`src/rtl/addsub_pipe_if.sv`:
```
// rtl/addsub_pipe_if.sv - operand/result stream bundle for addsub_pipe
`timescale 1ns/1ps
interface addsub_pipe_if #(
  parameter int WIDTH = 16
);
  logic [WIDTH-1:0] a_in;
  logic [WIDTH-1:0] b_in;
  logic             control_in;
  logic             sat_in;
  logic             valid_in;
  logic             ready_out;
  logic [WIDTH-1:0] sum_out;
  logic             carry_out;
  logic             ovf_out;
  logic             zero_out;
  logic             valid_out;
  logic             ready_in;

  // The adder sits on the slave side: it consumes operands and produces results
  modport slave (
    input  a_in, b_in, control_in, sat_in, valid_in, ready_in,
    output ready_out, sum_out, carry_out, ovf_out, zero_out, valid_out
  );

  modport master (
    output a_in, b_in, control_in, sat_in, valid_in, ready_in,
    input  ready_out, sum_out, carry_out, ovf_out, zero_out, valid_out
  );
endinterface

```
`src/rtl/addsub_pipe.sv`:
```
// rtl/addsub_pipe.sv - segmented-carry pipelined adder/subtractor with saturation
`timescale 1ns/1ps
module addsub_pipe #(
  parameter int WIDTH  = 16,
  parameter int STAGES = 4
) (
  input  logic         clk_in,
  input  logic         rst_in,
  addsub_pipe_if.slave bus
);
  localparam int SEG = WIDTH / STAGES;
  localparam int MSB = WIDTH - 1;

  generate
    if (STAGES < 1 || (WIDTH % STAGES) != 0) begin : g_bad_params
      $error("addsub_pipe: WIDTH must be a non-zero multiple of STAGES");
    end
  endgenerate

  // Per-stage state. a/b carry the full operands (B already conditioned for
  // subtract) so upper segments are available when their stage comes up and
  // the sign bits reach the flag logic; s accumulates finished low segments.
  logic [WIDTH-1:0] a_q   [STAGES];
  logic [WIDTH-1:0] a_d   [STAGES];
  logic [WIDTH-1:0] b_q   [STAGES];
  logic [WIDTH-1:0] b_d   [STAGES];
  logic [WIDTH-1:0] s_q   [STAGES];
  logic [WIDTH-1:0] s_d   [STAGES];
  logic             sat_q [STAGES];
  logic             sat_d [STAGES];
  logic [STAGES-1:0] v_q, v_d;
  logic [STAGES-1:0] c_q, c_d;
  logic             ovf_q, ovf_d;
  logic             zero_q, zero_d;

  logic             adv;
  logic [WIDTH-1:0] a_i, b_i, s_i;
  logic             c_i, v_i, sat_i, ovf_i;
  logic [SEG:0]     seg_i;
  int               prev;

  // The whole pipe moves together; it only stalls when a finished result is
  // waiting on the downstream side.
  assign adv = ~v_q[STAGES-1] | bus.ready_in;

  // Next-state for every stage: each one adds its own segment using the carry
  // registered by the stage before it; the last stage also forms flags and
  // applies saturation so the output register holds the final result.
  always_comb begin
    a_d    = a_q;
    b_d    = b_q;
    s_d    = s_q;
    sat_d  = sat_q;
    v_d    = v_q;
    c_d    = c_q;
    ovf_d  = ovf_q;
    zero_d = zero_q;
    a_i    = '0;
    b_i    = '0;
    s_i    = '0;
    c_i    = 1'b0;
    v_i    = 1'b0;
    sat_i  = 1'b0;
    ovf_i  = 1'b0;
    seg_i  = '0;
    prev   = 0;
    if (adv) begin
      for (int k = 0; k < STAGES; k++) begin
        prev = (k == 0) ? 0 : k - 1;
        if (k == 0) begin
          a_i   = bus.a_in;
          b_i   = bus.control_in ? ~bus.b_in : bus.b_in;
          s_i   = '0;
          c_i   = bus.control_in;
          v_i   = bus.valid_in;
          sat_i = bus.sat_in;
        end else begin
          a_i   = a_q[prev];
          b_i   = b_q[prev];
          s_i   = s_q[prev];
          c_i   = c_q[prev];
          v_i   = v_q[prev];
          sat_i = sat_q[prev];
        end
        seg_i = {1'b0, a_i[k*SEG +: SEG]} + {1'b0, b_i[k*SEG +: SEG]} + {{SEG{1'b0}}, c_i};
        s_i[k*SEG +: SEG] = seg_i[SEG-1:0];
        if (k == STAGES - 1) begin
          ovf_i = (a_i[MSB] == b_i[MSB]) && (s_i[MSB] != a_i[MSB]);
          ovf_d = ovf_i;
          if (sat_i && ovf_i) begin
            s_i = a_i[MSB] ? {1'b1, {(WIDTH-1){1'b0}}} : {1'b0, {(WIDTH-1){1'b1}}};
          end
          zero_d = (s_i == '0);
        end
        a_d[k]   = a_i;
        b_d[k]   = b_i;
        s_d[k]   = s_i;
        c_d[k]   = seg_i[SEG];
        v_d[k]   = v_i;
        sat_d[k] = sat_i;
      end
    end
  end

  // Pipeline registers; reset drops everything in flight and clears the outputs
  always_ff @(posedge clk_in) begin
    if (rst_in) begin
      for (int k = 0; k < STAGES; k++) begin
        a_q[k]   <= '0;
        b_q[k]   <= '0;
        s_q[k]   <= '0;
        sat_q[k] <= 1'b0;
      end
      v_q    <= '0;
      c_q    <= '0;
      ovf_q  <= 1'b0;
      zero_q <= 1'b0;
    end else begin
      a_q    <= a_d;
      b_q    <= b_d;
      s_q    <= s_d;
      sat_q  <= sat_d;
      v_q    <= v_d;
      c_q    <= c_d;
      ovf_q  <= ovf_d;
      zero_q <= zero_d;
    end
  end

  assign bus.ready_out = adv;
  assign bus.valid_out = v_q[STAGES-1];
  assign bus.sum_out   = s_q[STAGES-1];
  assign bus.carry_out = c_q[STAGES-1];
  assign bus.ovf_out   = ovf_q;
  assign bus.zero_out  = zero_q;
endmodule

```
`src/flat_wrapper.sv`:
```
// flat-port wrapper written by rule: the top's interface ports become plain ports
module addsub_pipe_flat 
#(
  parameter int WIDTH  = 16,
  parameter int STAGES = 4
)
  (clk_in, rst_in, bus_a_in, bus_b_in, bus_control_in, bus_sat_in, bus_valid_in, bus_ready_in, bus_ready_out, bus_sum_out, bus_carry_out, bus_ovf_out, bus_zero_out, bus_valid_out);
  addsub_pipe_if #(.WIDTH(WIDTH)) bus_i ();
  input  logic clk_in;
  input  logic rst_in;
  input wire logic [$bits(bus_i.a_in)-1:0] bus_a_in;
  input wire logic [$bits(bus_i.b_in)-1:0] bus_b_in;
  input wire logic [$bits(bus_i.control_in)-1:0] bus_control_in;
  input wire logic [$bits(bus_i.sat_in)-1:0] bus_sat_in;
  input wire logic [$bits(bus_i.valid_in)-1:0] bus_valid_in;
  input wire logic [$bits(bus_i.ready_in)-1:0] bus_ready_in;
  output wire logic [$bits(bus_i.ready_out)-1:0] bus_ready_out;
  output wire logic [$bits(bus_i.sum_out)-1:0] bus_sum_out;
  output wire logic [$bits(bus_i.carry_out)-1:0] bus_carry_out;
  output wire logic [$bits(bus_i.ovf_out)-1:0] bus_ovf_out;
  output wire logic [$bits(bus_i.zero_out)-1:0] bus_zero_out;
  output wire logic [$bits(bus_i.valid_out)-1:0] bus_valid_out;
  assign bus_i.a_in = bus_a_in;
  assign bus_i.b_in = bus_b_in;
  assign bus_i.control_in = bus_control_in;
  assign bus_i.sat_in = bus_sat_in;
  assign bus_i.valid_in = bus_valid_in;
  assign bus_i.ready_in = bus_ready_in;
  assign bus_ready_out = bus_i.ready_out;
  assign bus_sum_out = bus_i.sum_out;
  assign bus_carry_out = bus_i.carry_out;
  assign bus_ovf_out = bus_i.ovf_out;
  assign bus_zero_out = bus_i.zero_out;
  assign bus_valid_out = bus_i.valid_out;
  addsub_pipe #(.WIDTH(WIDTH), .STAGES(STAGES)) u_core (.clk_in(clk_in), .rst_in(rst_in), .bus(bus_i));
endmodule
```
`config.mk`:
```
export PLATFORM = sky130hd
export DESIGN_NAME = addsub_pipe_flat
export DESIGN_NICKNAME = d
export VERILOG_FILES = /design/src/rtl/addsub_pipe_if.sv /design/src/rtl/addsub_pipe.sv /design/src/flat_wrapper.sv
export SDC_FILE = /design/constraint.sdc
export NUM_CORES = 1
export LEC_CHECK = 0
export BUFFER_PORTS_ARGS = -buffer_cell sky130_fd_sc_hd__buf_2
export CAP_MARGIN = 15
export CORE_MARGIN = 3
export CORE_UTILIZATION = 30
export DETAILED_ROUTE_END_ITERATION = 16
export GPL_TIMING_DRIVEN = 0
export PLACE_DENSITY = 0.56
export SLEW_MARGIN = 20
export SYNTH_ARGS = -nofsm -noshare
export SYNTH_HDL_FRONTEND = slang
export SYNTH_SLANG_ARGS = --single-unit
```
`constraint.sdc`:
```
create_clock -name clk_in -period 2.2 [get_ports clk_in]
set_input_delay 0.11 -clock clk_in [delete_from_list [all_inputs] [get_ports clk_in]]
set_output_delay 0.11 -clock clk_in [all_outputs]
set_load 0.005 [all_outputs]
```
Word level (Yosys, flattened, before mapping)
Cells that the tools add are included.
Word-level totals
  register bits: 149
  input bits: 38
  output and inout bits: 21
  logic and storage cells: 50
Operators by class
  $add $sub $neg: 8
  equal/unequal tests: 2
  multiplexer cells: 17
  bitwise logic cells: 3
  reduce and logical (&&, ||, !) cells: 3
Operator list (count)
  $mux W16: 12
  $add A4 B4 Y5: 4
  $add A5 B1 Y5: 4
  $logic_not A16 Y1: 1
  $not A16 Y16: 1
  $mux W1: 5
  $logic_and A1 B1 Y1: 2
  $eq A1 B1 Y1: 1
  $ne A1 B1 Y1: 1
  $not A1 Y1: 1
  $or A1 B1 Y1: 1

Logic depth before layout (Yosys ltp)
  depth in word-level cells: 11
  gate-level depth with buffers: 8

Worst setup path after synthesis
Ideal clock, no wire load.
  kind: reg-to-reg
  start point: reg u_core.c_q[2]
  end point: reg u_core.s_q, in the netlist u_core.bus.sum_out[0]
  arrival time: 1771 ps
  slack: 310 ps
  stages on the path, launching flop included: 8
  path buffers: 1
  period minus slack after synthesis: 1890 ps
  cells stage by stage: dfxtp_1 > fa_1 > and3_1 > nor2_4 > xnor2_1 > o21ai_2 > buf_4 > o221a_2
Between the ends
  cells in the longest elaborated chain, start to end: 7
Ends and longest elaborated chain
  start, declared: RTL line addsub_pipe.sv:32  | logic [STAGES-1:0] c_q, c_d;
  start signal, assigned: RTL line addsub_pipe.sv:115  | c_q <= '0;
  start signal, assigned: RTL line addsub_pipe.sv:124  | c_q <= c_d;
  $mux W1: RTL line addsub_pipe.sv:67  | if (adv) begin
  $add A5 B1 Y5: RTL line addsub_pipe.sv:85  | seg_i = {1'b0, a_i[k*SEG +: SEG]} + {1'b0, b_i[k*SEG +: SEG]} + {{SEG{1'b0}}, c_i};
  $ne A1 B1 Y1: RTL line addsub_pipe.sv:88  | ovf_i = (a_i[MSB] == b_i[MSB]) && (s_i[MSB] != a_i[MSB]);
  $logic_and A1 B1 Y1: RTL line addsub_pipe.sv:88
  $logic_and A1 B1 Y1: RTL line addsub_pipe.sv:90  | if (sat_i && ovf_i) begin
  $mux W16: RTL line addsub_pipe.sv:90
  $mux W16: RTL line addsub_pipe.sv:67
  end signal, assigned by index: RTL line addsub_pipe.sv:111  | s_q[k] <= '0;
  end signal, assigned: RTL line addsub_pipe.sv:121  | s_q <= s_d;
  end, declared: RTL line addsub_pipe.sv:27  | logic [WIDTH-1:0] s_q [STAGES];
No other way between the ends. The select of a mux whose other input is x is not followed.
A chain may end at the register's enable or synchronous reset.

Worst setup path after layout
  start point: reg u_core.c_q[2]
  end point: reg u_core.zero_q, in the netlist u_core.bus.zero_out
Between the ends
  cells in the longest elaborated chain, start to end: 8
Ends and longest elaborated chain
  $mux W1 (*): RTL line addsub_pipe.sv:67
  $add A5 B1 Y5 (*): RTL line addsub_pipe.sv:85
  $ne A1 B1 Y1: RTL line addsub_pipe.sv:88
  $logic_and A1 B1 Y1: RTL line addsub_pipe.sv:88
  $logic_and A1 B1 Y1: RTL line addsub_pipe.sv:90
  $mux W16 (*): RTL line addsub_pipe.sv:90
  $mux W16 (*): RTL line addsub_pipe.sv:67
  $logic_not A16 Y1 (*): RTL line addsub_pipe.sv:93  | zero_d = (s_i == '0);
  end signal, assigned: RTL line addsub_pipe.sv:126  | zero_q <= zero_d;
  end, declared: RTL line addsub_pipe.sv:34  | logic zero_q, zero_d;
Mark *: on every way between the ends. The rest lies on a longest branch, timed or not. The select of a mux whose other input is x is not followed.

==> reports/results.txt <==
number of hold-slack violations in the final timing report - 0
portion of total power attributed to the clock network - 37.8%
worst slack on hold paths - 0.0117 ns
clock latency of the later-clocked register in the worst-skew pair - 0.34 ns
critical path peak fanout - 3
layout filler cell count - 1498
maximum achievable frequency - 0.480 GHz
TritonCTS clock tree - done
maximum number of pins on one net before global-route repair - 16
Synthesized Nets - 551
Synth Warn # - 0
PortBufs - 56
Synth async-reset ratio - 0%
die height - 126 µm
final weighted congestion in routability-driven placement - 0.823
die outline area - 15900 µm²
Setup crit end kind - flop
initial detailed-routing violation count - 118
CTS Buf Count - 9
critical path type - reg2reg
total global routing track utilization - 13.0%
# nets final - 619
antenna cell count - 0
buffer type at the clock tree root - sky130_fd_sc_hd__clkbuf_16
Final Cycle Share - 94.7%
maximum count of clock buffers along a single path - 2
vias after detailed routing - 3414
total wire length - 9940 µm
combinational share of power - 10.6%
multi-input combinational cell area - 1970 µm²
Netlist cell types - 35
setup slack of the worst register-to-register path - 0.12 ns
starting utilization of the core area - 30.8%
per-instance average area after synthesis - 8.73 µm²
Critical Path RT - 2.46 ns
post-synthesis instance area - 4310 µm²
Core Region - 14000 µm²
transition at the pin with the smallest max-transition slack - 0.619 ns
first drt pass iteration count - 4
sw power - 930 µW
routed length per placed instance - 13.3 µm
Pwr per Cell Area - 766 nW/µm²
max-capacitance violation count - 0
total count of max-transition violations in the final report - 0
sw frac - 23.7%
P&R area growth vs syn - 18.6%
chip width - 126 µm
Post-CTS Setup Repair Bufs - 0
run status - finished, final reports clean
number of flops mapped to enable cells by yosys - 0
Clock Skew - 0.0104 ns
footprint of the flip-flops and latches - 2020 µm²
H-tree depth reported by CTS - 3
primary flip-flop cell chosen by synthesis mapping - sky130_fd_sc_hd__dfxtp_1
Slew headroom - 58.7%
via count of the first global-routing pass - 3495
CTS clk-pin slew, worst paths - 0.07 ns
Final Setup Violations - 0
I/O pins - 59
number of sinks handled by clock tree synthesis - 101
global route total overflow - 0
class of the worst hold path - in2reg
Internal Power - 2990 µW
register area share after synthesis - 46.9%
cells after synthesis - 494
kind of start point of the critical path - flop
post-synthesis register bit count - 101
number of antenna violations at the first check in global routing - 0
antenna viol nets, final - 0
final-layout setup total negative slack - 0 ns
remaining design rule violation count - 0
row count - 43
via/cell ratio - 4.57
fraction of final layout cells sized beyond drive strength 1 - 20.1%
CP Data Arrival Time - 2.34 ns
static leakage - 0.00217 µW
DPL Wire Length - 7630 µm
largest vdd supply drop - 0.348 mV
first-pass GRT wire length - 16700 µm
setup repair after global routing missed its margin - no
Seq pwr share - 51.6%
post-layout minimum cycle time - 2.08 ns
## cell usage after synthesis, types with 2 or more instances
library cell	count	share of area, %
sky130_fd_sc_hd__nand2_1	118	10
sky130_fd_sc_hd__dfxtp_1	101	47
sky130_fd_sc_hd__a21oi_1	65	7.5
sky130_fd_sc_hd__clkbuf_1	27	2.3
sky130_fd_sc_hd__a211oi_1	26	4.5
sky130_fd_sc_hd__nor2_1	24	2.1
sky130_fd_sc_hd__buf_4	17	3.0
sky130_fd_sc_hd__xnor2_1	17	3.5
sky130_fd_sc_hd__inv_1	15	1.3
sky130_fd_sc_hd__o221a_2	13	3.4
sky130_fd_sc_hd__ha_1	12	3.5
sky130_fd_sc_hd__fa_1	7	3.2
sky130_fd_sc_hd__xor2_1	7	1.4
sky130_fd_sc_hd__a21o_1	6	1.0
sky130_fd_sc_hd__buf_2	5	0.58
sky130_fd_sc_hd__nor3_1	5	0.58
sky130_fd_sc_hd__o21ai_0	4	0.46
sky130_fd_sc_hd__nand3b_1	3	0.52
sky130_fd_sc_hd__and3_1	2	0.29
sky130_fd_sc_hd__buf_1	2	0.17
sky130_fd_sc_hd__nor2b_1	2	0.29
sky130_fd_sc_hd__o31ai_1	2	0.35
sky130_fd_sc_hd__or3_1	2	0.29
## cell usage in the layout (no fill, tap or decap), types with 3 or more instances in the layout
cell type	Yosys	final
sky130_fd_sc_hd__nand2_1	118	118
sky130_fd_sc_hd__dfxtp_1	101	101
sky130_fd_sc_hd__a21oi_1	65	65
sky130_fd_sc_hd__buf_2	5	61
sky130_fd_sc_hd__clkbuf_1	27	26
sky130_fd_sc_hd__a211oi_1	26	26
sky130_fd_sc_hd__nor2_1	24	24
sky130_fd_sc_hd__xnor2_1	17	17
sky130_fd_sc_hd__buf_4	17	17
sky130_fd_sc_hd__inv_1	15	15
sky130_fd_sc_hd__o221a_2	13	13
sky130_fd_sc_hd__ha_1	12	12
sky130_fd_sc_hd__clkbuf_16	0	9
sky130_fd_sc_hd__xor2_1	7	7
sky130_fd_sc_hd__fa_1	7	7
sky130_fd_sc_hd__a21o_1	6	6
sky130_fd_sc_hd__nor3_1	5	5
sky130_fd_sc_hd__clkbuf_2	0	4
sky130_fd_sc_hd__o21ai_0	4	4
sky130_fd_sc_hd__nand3b_1	3	3
## cell type report
class | instances | share of cell area (%)
sequential | 101 | 39.5
multi-input combinational | 327 | 38.6
timing repair buffer | 57 | 5.67
buffer | 51 | 5.21
clock buffer | 14 | 5.16
tap | 180 | 4.40
inverter | 15 | 1.10
clock inverter | 2 | 0.342
## metal layers
| layer | track usage (%) | part of all wire (%) | up-vias |
|---|---|---|---|
| met5 | 0 | 0 | - |
| met4 | 4.92 | 2.2 | 0 |
| met3 | 2.54 | 3.9 | 13 |
| met2 | 22.3 | 47 | 68 |
| met1 | 16.2 | 47 | 1549 |
| li1 | - | - | 1784 |
## state kept, by name, summed over array words and instances (netlist names)
| register | count |
|---|---|
| u_core.bus.sum_out | 16 |
| u_core.a_q | 24 |
| u_core.s_q | 24 |
| u_core.c_q | 4 |
| u_core.bus.ovf_out | 1 |
| u_core.sat_q | 3 |
| u_core.bus.zero_out | 1 |
| u_core.v_q | 4 |
| u_core.b_q | 24 |
## worst max-delay path, cell delays in order (launching register included)
cell,delay [ns]
sky130_fd_sc_hd__dfxtp_1,0.33
sky130_fd_sc_hd__fa_1,0.45
sky130_fd_sc_hd__and3_1,0.25
sky130_fd_sc_hd__o21ai_0,0.17
sky130_fd_sc_hd__o311ai_0,0.21
sky130_fd_sc_hd__or3_1,0.43
sky130_fd_sc_hd__o31ai_2,0.17
## stage by stage
stage	power, µW	cell area, µm²	setup WS [ns]	std cells	utilization (%)
after floorplan	2340	4310	0.310	494	-
after global placement	2470	4820	0.0643	730	34.5
after detailed placement	2480	4820	0.0144	730	34.5
after CTS	3960	5110	0.0718	747	36.5
after global routing	4110	5120	0.00343	747	36.6
final	3920	5120	0.116	747	36.6
## kinds of logic (layout without fill, tap and decap cells)
kind of cell	count (synthesis)	count (layout)	synth area share (%)
compound gates	120	120	18.3
xor+xnor	24	24	4.87
fa+ha+maj	19	19	6.73
buf+inv	66	139	7.37
flops	101	101	46.9
mux	1	1	0.261
simple gates	163	163	15.6
## power by group through the flow
stage | sequential (µW) | clock (µW) | combinational, µW
after floorplan | 2040 | 0 | 297
after global placement | 2060 | 0 | 415
final | 2020 | 1480 | 417
after CTS | 2020 | 1510 | 426
after detailed placement | 2060 | 0 | 422
after global routing | 2040 | 1590 | 480
## worst paths after layout
kind,startpoint,end,cells past startpoint
worst max register to register,u_core.c_q[2]$_SDFFE_PP0P_,u_core.bus.zero_out$_SDFFE_PP0P_,6
worst min-delay path,bus_a_in[4],u_core.a_q[52]$_SDFFE_PP0P_,3
worst max-delay path,u_core.c_q[2]$_SDFFE_PP0P_,u_core.bus.zero_out$_SDFFE_PP0P_,6
worst min register to register,u_core.s_q[33]$_SDFFE_PP0P_,u_core.s_q[33]$_SDFFE_PP0P_,2
## repair_timing
item                                   4_1_cts  5_1_grt
setup endpoints to repair                    1        4
hold buffers                                 1        0
pin swaps                                    0        0
gates cloned                                 0        0
gates resized for setup                      1        6
endpoints found under the hold margin        1        0
Note: power is estimated with default switching activity, not from simulation.
